==> config.mk <==
export PLATFORM = sky130hd
export DESIGN_NAME = id_ex_operand_stage_flat
export DESIGN_NICKNAME = d
export VERILOG_FILES = /design/src/rtl/id_ex_operand_stage_if.sv /design/src/rtl/id_ex_operand_stage.sv /design/src/flat_wrapper.sv
export SDC_FILE = /design/constraint.sdc
export NUM_CORES = 1
export LEC_CHECK = 0
export BUFFER_PORTS_ARGS = -buffer_cell sky130_fd_sc_hd__buf_2
export CORE_AREA = 2 2 131 133
export DETAILED_ROUTE_END_ITERATION = 6
export DIE_AREA = 0 0 133 135
export PLACE_DENSITY_LB_ADDON = 0.1
export SYNTH_ARGS = -nofsm -noshare
export SYNTH_HDL_FRONTEND = slang
export SYNTH_SLANG_ARGS = --single-unit
export TNS_END_PERCENT = 20
==> constraint.sdc <==
create_clock -name clk -period 1.55 [get_ports clk]
set_input_delay 0.2325 -clock clk [delete_from_list [all_inputs] [get_ports clk]]
set_output_delay 0.2325 -clock clk [all_outputs]
set_load 0.005 [all_outputs]
==> src/rtl/id_ex_operand_stage_if.sv <==
// ============================================================================
// Module   : id_ex_operand_stage_if
// Brief    : Decode-side, hazard and ALU-side signals of the ID/EX operand stage
// Revision : 1.0
// ============================================================================
`default_nettype none

interface id_ex_operand_stage_if #(
  parameter int XLEN       = 32,
  parameter int REG_ADDR_W = 5
);
  logic                  in_valid;
  logic                  in_ready;
  logic                  flush;
  logic [REG_ADDR_W-1:0] Rs1Addr;
  logic [REG_ADDR_W-1:0] Rs2Addr;
  logic [XLEN-1:0]       Rs1Data;
  logic [XLEN-1:0]       Rs2Data;
  logic [XLEN-1:0]       Pc;
  logic [XLEN-1:0]       Imm;
  logic                  ALUSrcA;
  logic                  ALUSrcB;
  logic [3:0]            ALUControlIn;
  logic [REG_ADDR_W-1:0] RdIn;
  logic                  ExMemRegWrite;
  logic [REG_ADDR_W-1:0] ExMemRd;
  logic [XLEN-1:0]       ExMemData;
  logic                  MemWbRegWrite;
  logic [REG_ADDR_W-1:0] MemWbRd;
  logic [XLEN-1:0]       MemWbData;
  logic                  out_valid;
  logic                  out_ready;
  logic [XLEN-1:0]       A;
  logic [XLEN-1:0]       B;
  logic [3:0]            ALUControl;
  logic [XLEN-1:0]       StoreData;
  logic [REG_ADDR_W-1:0] Rd;
  logic                  IllegalOp;

  modport slave (
    input  in_valid, flush, Rs1Addr, Rs2Addr, Rs1Data, Rs2Data, Pc, Imm,
           ALUSrcA, ALUSrcB, ALUControlIn, RdIn,
           ExMemRegWrite, ExMemRd, ExMemData,
           MemWbRegWrite, MemWbRd, MemWbData, out_ready,
    output in_ready, out_valid, A, B, ALUControl, StoreData, Rd, IllegalOp
  );

  modport master (
    output in_valid, flush, Rs1Addr, Rs2Addr, Rs1Data, Rs2Data, Pc, Imm,
           ALUSrcA, ALUSrcB, ALUControlIn, RdIn,
           ExMemRegWrite, ExMemRd, ExMemData,
           MemWbRegWrite, MemWbRd, MemWbData, out_ready,
    input  in_ready, out_valid, A, B, ALUControl, StoreData, Rd, IllegalOp
  );
endinterface

`default_nettype wire

==> src/rtl/id_ex_operand_stage.sv <==
// ============================================================================
// Module   : id_ex_operand_stage
// Brief    : ID/EX register stage with EX/MEM and MEM/WB operand forwarding
// Revision : 1.0
// ============================================================================
`default_nettype none

module id_ex_operand_stage #(
  parameter int XLEN       = 32,
  parameter int REG_ADDR_W = 5
) (
  input  logic                clk,
  input  logic                rst_n,
  id_ex_operand_stage_if.slave bus
);

  localparam logic [3:0] c_alu_add  = 4'b0000;
  localparam logic [3:0] c_alu_sub  = 4'b0001;
  localparam logic [3:0] c_alu_and  = 4'b0010;
  localparam logic [3:0] c_alu_or   = 4'b0011;
  localparam logic [3:0] c_alu_slt  = 4'b0101;
  localparam logic [3:0] c_alu_sll  = 4'b0110;
  localparam logic [3:0] c_alu_srl  = 4'b0111;
  localparam logic [3:0] c_alu_xor  = 4'b1000;
  localparam logic [3:0] c_alu_sltu = 4'b1001;

  logic                  r_valid;
  logic [XLEN-1:0]       r_a;
  logic [XLEN-1:0]       r_b;
  logic [XLEN-1:0]       r_store;
  logic [3:0]            r_ctrl;
  logic [REG_ADDR_W-1:0] r_rd;
  logic                  r_illegal;

  logic                  w_in_ready;
  logic                  w_capture;
  logic [XLEN-1:0]       w_fwd_rs1;
  logic [XLEN-1:0]       w_fwd_rs2;
  logic                  w_legal;

  assign w_in_ready = !r_valid || bus.out_ready;
  assign w_capture  = bus.in_valid && w_in_ready && !bus.flush;

  // EX/MEM is the younger producer, so it wins over MEM/WB; x0 is hardwired zero
  always_comb begin
    w_fwd_rs1 = bus.Rs1Data;
    if (bus.Rs1Addr != '0) begin
      if (bus.ExMemRegWrite && (bus.ExMemRd == bus.Rs1Addr))
        w_fwd_rs1 = bus.ExMemData;
      else if (bus.MemWbRegWrite && (bus.MemWbRd == bus.Rs1Addr))
        w_fwd_rs1 = bus.MemWbData;
    end
  end

  always_comb begin
    w_fwd_rs2 = bus.Rs2Data;
    if (bus.Rs2Addr != '0) begin
      if (bus.ExMemRegWrite && (bus.ExMemRd == bus.Rs2Addr))
        w_fwd_rs2 = bus.ExMemData;
      else if (bus.MemWbRegWrite && (bus.MemWbRd == bus.Rs2Addr))
        w_fwd_rs2 = bus.MemWbData;
    end
  end

  always_comb begin
    w_legal = 1'b0;
    case (bus.ALUControlIn)
      c_alu_add, c_alu_sub, c_alu_and, c_alu_or, c_alu_slt,
      c_alu_sll, c_alu_srl, c_alu_xor, c_alu_sltu: w_legal = 1'b1;
      default:                                     w_legal = 1'b0;
    endcase
  end

  // Flush only clears the flags; data registers are meaningless while empty
  always_ff @(posedge clk or negedge rst_n) begin
    if (!rst_n) begin
      r_valid   <= 1'b0;
      r_a       <= '0;
      r_b       <= '0;
      r_store   <= '0;
      r_ctrl    <= '0;
      r_rd      <= '0;
      r_illegal <= 1'b0;
    end else if (bus.flush) begin
      r_valid   <= 1'b0;
      r_illegal <= 1'b0;
    end else if (w_capture) begin
      r_valid   <= 1'b1;
      r_a       <= bus.ALUSrcA ? bus.Pc  : w_fwd_rs1;
      r_b       <= bus.ALUSrcB ? bus.Imm : w_fwd_rs2;
      r_store   <= w_fwd_rs2;
      r_ctrl    <= bus.ALUControlIn;
      r_rd      <= bus.RdIn;
      r_illegal <= !w_legal;
    end else if (r_valid && bus.out_ready) begin
      r_valid   <= 1'b0;
    end
  end

  assign bus.in_ready   = w_in_ready;
  assign bus.out_valid  = r_valid;
  assign bus.A          = r_a;
  assign bus.B          = r_b;
  assign bus.StoreData  = r_store;
  assign bus.ALUControl = r_ctrl;
  assign bus.Rd         = r_rd;
  assign bus.IllegalOp  = r_illegal;

endmodule

`default_nettype wire

==> src/flat_wrapper.sv <==
// flat-port wrapper written by rule: the top's interface ports become plain ports
module id_ex_operand_stage_flat 
#(
  parameter int XLEN       = 32,
  parameter int REG_ADDR_W = 5
)
  (clk, rst_n, bus_in_valid, bus_flush, bus_Rs1Addr, bus_Rs2Addr, bus_Rs1Data, bus_Rs2Data, bus_Pc, bus_Imm, bus_ALUSrcA, bus_ALUSrcB, bus_ALUControlIn, bus_RdIn, bus_ExMemRegWrite, bus_ExMemRd, bus_ExMemData, bus_MemWbRegWrite, bus_MemWbRd, bus_MemWbData, bus_out_ready, bus_in_ready, bus_out_valid, bus_A, bus_B, bus_ALUControl, bus_StoreData, bus_Rd, bus_IllegalOp);
  id_ex_operand_stage_if #(.XLEN(XLEN), .REG_ADDR_W(REG_ADDR_W)) bus_i ();
  input  logic clk;
  input  logic rst_n;
  input wire logic [$bits(bus_i.in_valid)-1:0] bus_in_valid;
  input wire logic [$bits(bus_i.flush)-1:0] bus_flush;
  input wire logic [$bits(bus_i.Rs1Addr)-1:0] bus_Rs1Addr;
  input wire logic [$bits(bus_i.Rs2Addr)-1:0] bus_Rs2Addr;
  input wire logic [$bits(bus_i.Rs1Data)-1:0] bus_Rs1Data;
  input wire logic [$bits(bus_i.Rs2Data)-1:0] bus_Rs2Data;
  input wire logic [$bits(bus_i.Pc)-1:0] bus_Pc;
  input wire logic [$bits(bus_i.Imm)-1:0] bus_Imm;
  input wire logic [$bits(bus_i.ALUSrcA)-1:0] bus_ALUSrcA;
  input wire logic [$bits(bus_i.ALUSrcB)-1:0] bus_ALUSrcB;
  input wire logic [$bits(bus_i.ALUControlIn)-1:0] bus_ALUControlIn;
  input wire logic [$bits(bus_i.RdIn)-1:0] bus_RdIn;
  input wire logic [$bits(bus_i.ExMemRegWrite)-1:0] bus_ExMemRegWrite;
  input wire logic [$bits(bus_i.ExMemRd)-1:0] bus_ExMemRd;
  input wire logic [$bits(bus_i.ExMemData)-1:0] bus_ExMemData;
  input wire logic [$bits(bus_i.MemWbRegWrite)-1:0] bus_MemWbRegWrite;
  input wire logic [$bits(bus_i.MemWbRd)-1:0] bus_MemWbRd;
  input wire logic [$bits(bus_i.MemWbData)-1:0] bus_MemWbData;
  input wire logic [$bits(bus_i.out_ready)-1:0] bus_out_ready;
  output wire logic [$bits(bus_i.in_ready)-1:0] bus_in_ready;
  output wire logic [$bits(bus_i.out_valid)-1:0] bus_out_valid;
  output wire logic [$bits(bus_i.A)-1:0] bus_A;
  output wire logic [$bits(bus_i.B)-1:0] bus_B;
  output wire logic [$bits(bus_i.ALUControl)-1:0] bus_ALUControl;
  output wire logic [$bits(bus_i.StoreData)-1:0] bus_StoreData;
  output wire logic [$bits(bus_i.Rd)-1:0] bus_Rd;
  output wire logic [$bits(bus_i.IllegalOp)-1:0] bus_IllegalOp;
  assign bus_i.in_valid = bus_in_valid;
  assign bus_i.flush = bus_flush;
  assign bus_i.Rs1Addr = bus_Rs1Addr;
  assign bus_i.Rs2Addr = bus_Rs2Addr;
  assign bus_i.Rs1Data = bus_Rs1Data;
  assign bus_i.Rs2Data = bus_Rs2Data;
  assign bus_i.Pc = bus_Pc;
  assign bus_i.Imm = bus_Imm;
  assign bus_i.ALUSrcA = bus_ALUSrcA;
  assign bus_i.ALUSrcB = bus_ALUSrcB;
  assign bus_i.ALUControlIn = bus_ALUControlIn;
  assign bus_i.RdIn = bus_RdIn;
  assign bus_i.ExMemRegWrite = bus_ExMemRegWrite;
  assign bus_i.ExMemRd = bus_ExMemRd;
  assign bus_i.ExMemData = bus_ExMemData;
  assign bus_i.MemWbRegWrite = bus_MemWbRegWrite;
  assign bus_i.MemWbRd = bus_MemWbRd;
  assign bus_i.MemWbData = bus_MemWbData;
  assign bus_i.out_ready = bus_out_ready;
  assign bus_in_ready = bus_i.in_ready;
  assign bus_out_valid = bus_i.out_valid;
  assign bus_A = bus_i.A;
  assign bus_B = bus_i.B;
  assign bus_ALUControl = bus_i.ALUControl;
  assign bus_StoreData = bus_i.StoreData;
  assign bus_Rd = bus_i.Rd;
  assign bus_IllegalOp = bus_i.IllegalOp;
  id_ex_operand_stage #(.XLEN(XLEN), .REG_ADDR_W(REG_ADDR_W)) u_core (.clk(clk), .rst_n(rst_n), .bus(bus_i));
endmodule
==> results of run 1 <==
area by class of cell:
cell class / instances / share of cell area
Antenna cell: 1 / 0.000234
Clock buffer: 11 / 0.0227
Clock inverter: 5 / 0.00829
Inverter: 1 / 0.000350
Multi-Input combinational cell: 593 / 0.419
Sequential cell: 107 / 0.250
Tap cell: 220 / 0.0257
Timing Repair Buffer: 430 / 0.274
cell usage in the layout, fill, tap and decap left out, types with 5 or more instances in the layout:
master	instances
a21boi_0	12
a21boi_1	18
a21oi_1	40
a21oi_2	24
a31oi_1	32
and2_1	6
and3_1	60
buf_12	22
buf_2	329
buf_4	48
buf_6	15
buf_8	7
clkbuf_16	17
dfrtp_1	107
nand2_1	93
nand2b_1	33
nand3b_1	64
nor2_1	5
o21ai_0	25
o21ai_1	6
o311ai_1	24
o311ai_2	6
o31ai_1	45
o31ai_2	14
o31ai_4	5
o32ai_1	5
o32ai_2	23
xor2_1	9
routing by layer:
| layer | wire (um) | track usage | vias to the layer above | part of all wire |
|---|---|---|---|---|
| met5 | 7 | 0 | - | 0.00023 |
| met4 | 1180 | 0.128 | 2 | 0.038 |
| met3 | 2700 | 0.0619 | 76 | 0.087 |
| met2 | 15600 | 0.543 | 430 | 0.50 |
| met1 | 11600 | 0.347 | 3904 | 0.37 |
| li1 | - | - | 3685 | - |
sequential cells by signal (all words and copies together) (netlist names):
register / flops
u_core.bus.out_valid: 1
u_core.bus.ALUControl: 4
u_core.bus.A: 32
u_core.bus.B: 32
u_core.bus.IllegalOp: 1
u_core.bus.StoreData: 32
u_core.bus.Rd: 5
cells by family after synthesis:
group,synth area share
compound gates,0.294
simple gates,0.234
flops,0.392
buf+inv,0.0532
xor+xnor,0.0257
critical path, cell delays in order:
cell       delay, ps
buf_6            100
buf_6            120
xor2_4           180
nor4_4           360
buf_4            210
clkbuf_16        160
a21boi_1          60
o311ai_1         350
a31oi_1          130
power by group through the flow:
stage,sequential (mW),combinational [mW],clock (mW)
after global routing,3.58,2.90,2.78
final,3.53,2.68,2.68
after global placement,3.56,2.28,0
after detailed placement,3.56,2.31,0
after floorplan,3.58,0.972,0
after CTS,3.52,2.34,2.70
what timing repair did:
item	CTS	global route
buffers inserted	1	10
hold buffers	1	0
setup endpoints to repair	66	96
hold endpoints to repair	88	0
resized for setup	18	138
pin swaps	2	38
gates cloned	2	13
per-stage QoR:
step | power [mW] | instance area, sq um | setup WS, ps
floorplan | 4.56 | 6950 | -35.2
global placement | 5.84 | 9230 | -508
detailed placement | 5.87 | 9230 | -582
CTS | 8.55 | 9700 | -32.8
global route | 9.26 | 10700 | -171
finish | 8.88 | 10700 | -121
how the worst max path moves through the flow:
stage              startpoint                                   end  slack, ps  cells after the start
3_3_place_gp   bus_ExMemRd[2]           u_core.bus.B[7]$_DFFE_PN0P_       -510                      9
2_1_floorplan  bus_ExMemRd[1]          u_core.bus.B[22]$_DFFE_PN0P_        -40                      7
6_report       bus_MemWbRd[3]          u_core.bus.A[24]$_DFFE_PN0P_       -120                      9
3_5_place_dp   bus_ExMemRd[1]  u_core.bus.StoreData[10]$_DFFE_PN0P_       -580                      9
4_1_cts        bus_MemWbRd[4]  u_core.bus.StoreData[16]$_DFFE_PN0P_        -30                      9
5_1_grt        bus_MemWbRd[3]           u_core.bus.A[7]$_DFFE_PN0P_       -170                      9
==> results_dict.tcl, run 1 <==
set metrics [dict create \
    run_status "finished with violations" \
    violations "negative setup slack" \
    critPathRequiredTime_ps 1780 \
    gr-total-overflow 0 \
    final.min_clock_period_ps 1670 \
    slew_violations 0 \
    skew_ps 6.04 \
    whs_path_depth 3 \
    htree_levels 3 \
    wl_um 31000 \
    finalHoldViolCount 0 \
    power.internal_mw 6.05 \
    final_layout_size_suffix_gt1_frac 0.478 \
    switchingPower_mw 2.83 \
    via_count 8097 \
    clk_latency_ps 360 \
    synth_edf_count 0 \
    timing.rr.start "u_core.bus.out_valid$_DFFE_PN0P_" \
    nets 1372 \
    rrSetupSlack_ps -20 \
    syn_avg_cell_area_sq_um 8.67 \
    cts_inserted_buffers 9 \
    synth.distinct_cells 32 \
    irDropWorstVdd_mv 0.574 \
    finalCritPeriodShare 1.08 \
    combPwrFrac 0.302 \
    leakage_nw 4.96 \
    synthToLayoutAreaGrowth_pct 57.0 \
    instances_no_fill 1368 \
    row_count 47 \
    dr.pass1.iters 5 \
    tns_ps -1320 \
    min_to "u_core.bus.Rd[2]$_DFFE_PN0P_" \
    placed_cells 1326 \
    p_clk_frac 0.301 \
    synth_top_area_share 0.392 \
    switching_share 0.319 \
    regArea_sq_um 2680 \
    fill_cells 1403 \
    grt_max_degree 108 \
    synth_area_leaders "dfrtp_1 (39%), nand3b_1 (7.0%), o31ai_1 (7.0%), and3_1 (5.9%), nand2_1 (5.2%)" \
    synth.most_common_cell "dfrtp_1" \
    viasPerCell 5.92 \
    coreArea_sq_um 16400 \
    hold_ws_ps 56.5 \
    netlist_area_sq_um 6830 \
    endpoint_kind "flop" \
    grt_usage 0.301 \
    synth_seq_cells 107 \
    io_pins 338 \
    synth_top_area_cell "dfrtp_1" \
    dp_hpwl_um 20500 \
    start_util 0.416 \
    synth_ff_type "dfrtp_1" \
    syn_inst 787 \
    critPathLaunchType "input pin" \
    synth_common_cells "dfrtp_1 (107), nand2_1 (95), a21oi_1 (66)" \
    grt_pass1_vias 7700 \
    synth_nets 1017 \
    yosysSeqAreaShare 0.392 \
    cts_tree "built" \
    p_seq_frac 0.397 \
    cp_data_arrival_time_ps 1910 \
    critPathMaxFanout 8 \
    die_w_um 133 \
    detail-route-antenna-nets 0 \
    antenna_found_initial 4 \
    clk_pin_slew_ps 80 \
    power_density_nw_per_um2 829 \
    tightest_slew_ps 602 \
    final_util 0.653 \
    drc 0 \
    multi_input_area_sq_um 4490 \
    max_cap_violations 0 \
    rsz0062_at_grt "true" \
    ys_async_sr_fraction 1.00 \
    clock_sinks 107 \
    hp-class "in -> reg" \
    port_buffers 337 \
    wl_per_cell_um 22.7 \
    grt_pass1_wl_um 41600 \
    slew-limit-headroom 0.599 \
    cts-root-buf "clkbuf_16" \
    dieArea_sq_um 18000 \
    yosysWarnings 0 \
    clock_path_buffers 2 \
    reg2reg_depth 8 \
    path_class "in -> reg" \
    worstHoldStart "bus_RdIn[2]" \
    die_y_um 135 \
    crit-reg2reg-capture "u_core.bus.A[20]$_DFFE_PN0P_" \
    setup_slack_ps -121 \
    fmax_mhz 599 \
    drtIter0Drc 630 \
    setup_viol 41 \
    gp_congestion 0.919 \
]
Note: power is estimated with default switching activity, not from simulation.
==> inputs of run 2 (changes only) <==
==> constraint.sdc (replaced) <==
create_clock -name clk -period 1.6 [get_ports clk]
set_input_delay 0.24 -clock clk [delete_from_list [all_inputs] [get_ports clk]]
set_output_delay 0.24 -clock clk [all_outputs]
set_load 0.005 [all_outputs]
==> results_dict.tcl, run 2 (synthesized netlist as in run 1, its figures left out) <==
set metrics [dict create \
    grt_pass1_wl_um 41200 \
    cts_tree "built" \
    setup_viol 16 \
    port_buffers 337 \
    die_y_um 135 \
    coreArea_sq_um 16400 \
    cp_data_arrival_time_ps 1910 \
    gr-total-overflow 0 \
    final_util 0.652 \
    power_density_nw_per_um2 813 \
    p_total_mw 8.70 \
    clk_pin_slew_ps 80 \
    critPathMaxFanout 8 \
    die_w_um 133 \
    gp_congestion 0.900 \
    io_pins 338 \
    max_cap_violations 0 \
    fmax_mhz 606 \
    wl_per_cell_um 21.5 \
    layout_common_cells "buf_2 (336), dfrtp_1 (107), nand2_1 (93)" \
    path_buf_inv 2 \
    cts-root-buf "clkbuf_16" \
    leakage_nw 4.93 \
    setup_slack_ps -49.5 \
    critPathLaunchType "flop" \
    grt_max_degree 44 \
    fill_cells 1416 \
    row_count 47 \
    critPathRequiredTime_ps 1860 \
    hold_ws_ps 61.8 \
    tightest_slew_ps 570 \
    antenna_found_initial 7 \
    clock_path_buffers 2 \
    final.min_clock_period_ps 1650 \
    rsz0062_at_grt "true" \
    detail-route-antenna-nets 0 \
    wl_um 29400 \
    met1_usage 0.338 \
    use_met3 0.0694 \
    dr.pass1.iters 5 \
    skew_ps 6.91 \
    path_depth 6 \
    dieArea_sq_um 18000 \
    start_util 0.416 \
    slew_violations 0 \
    htree_levels 3 \
    clk_latency_ps 360 \
    endpoint_kind "flop" \
    violations "negative setup slack" \
    path_class "reg -> reg" \
    via_count 8009 \
    reg2reg_depth 6 \
    finalCritPeriodShare 1.03 \
    critPathMaxStageDelay_ps 380 \
    clock_sinks 107 \
    whs_path_depth 3 \
    final_common_cell "buf_2" \
    finalHoldViolCount 0 \
    grt_pass1_vias 7772 \
    place_area_sq_um 9300 \
    final_layout_size_suffix_gt1_frac 0.480 \
    irDropWorstVdd_mv 0.599 \
    drtIter0Drc 516 \
    slew-limit-headroom 0.620 \
    drc 0 \
    nets 1368 \
    dp_hpwl_um 20600 \
    stdcell_area_sq_um 10700 \
    run_status "finished with violations" \
    viasPerCell 5.85 \
    crit_path_cell_trace "nand2b_1 -> nor3b_4 -> buf_12 -> nand2b_4 -> buf_6 -> o31ai_1" \
    cts_inserted_buffers 9 \
    hp-class "in -> reg" \
    cp_top_family "simple AND/OR/NAND/NOR gates" \
    grt_usage 0.296 \
    slowest_stage "dfrtp_1" \
    busiest_layer "met2" \
    met2_usage 0.524 \
    dp_slack_ps -509 \
    synthToLayoutAreaGrowth_pct 56.6 \
]
[run 2: power breakdown]
group	total [mW]	internal (mW)	leakage [nW]	switching, mW
Combinational	2.60	1.29	3.48	1.32
Clock	2.66	1.46	0.166	1.21
Sequential	3.43	3.15	1.28	0.277
Total	8.70	5.89	4.93	2.80
[run 2: path summary, 6_finish.rpt]
check	start	end	slack [ps]
setup / recovery	u_core.bus.out_valid$_DFFE_PN0P_	u_core.bus.B[27]$_DFFE_PN0P_	-50
hold / removal	bus_RdIn[0]	u_core.bus.Rd[0]$_DFFE_PN0P_	60
setup reg to reg	u_core.bus.out_valid$_DFFE_PN0P_	u_core.bus.B[27]$_DFFE_PN0P_	-50
hold reg to reg	u_core.bus.Rd[0]$_DFFE_PN0P_	u_core.bus.Rd[0]$_DFFE_PN0P_	470
max in group asynchronous	rst_n	u_core.bus.B[21]$_DFFE_PN0P_	710
min in group asynchronous	rst_n	u_core.bus.Rd[0]$_DFFE_PN0P_	350
[run 2: through the flow]
| step | setup TNS, ps | std cells |
|---|---|---|
| 6_report | -215 | 1368 |
| 5_1_grt | -5540 | 1365 |
| 4_1_cts | -136 | 1354 |
| 3_5_place_dp | -32600 | 1334 |
| 3_3_place_gp | -31430 | 1334 |
| 2_1_floorplan | -1120 | 787 |
[run 2: tightest hold or removal path: cells and delay by family]
| family | cells | cell delay [ps] |
|---|---|---|
| buffers and inverters | 1 | 80 |
| AND/OR/NAND/NOR | 2 | 80 |
[run 2: cell type report]
cell class	count	area [sq um]	area share
multi-input combinational	595	4590	0.430
timing repair buffer	424	2780	0.260
sequential	107	2680	0.250
tap	220	275	0.0257
clock buffer	10	239	0.0224
clock inverter	6	106	0.00995
antenna	5	12.5	0.00117
inverter	1	3.75	0.000351
[run 2: routing by layer]
| layer | vias up | wire [um] |
|---|---|---|
| li1 | 3699 | - |
| met5 | - | 11 |
| met1 | 3881 | 11100 |
| met2 | 356 | 15000 |
| met4 | 2 | 1030 |
| met3 | 71 | 2290 |
[run 2: repair_timing]
item,in CTS,in global routing
pin swaps,2,26
gates resized for setup,9,143
setup endpoints to repair,50,96
hold endpoints to repair,24,0
hold buffers,1,0
gates cloned,1,10
buffers inserted,2,2
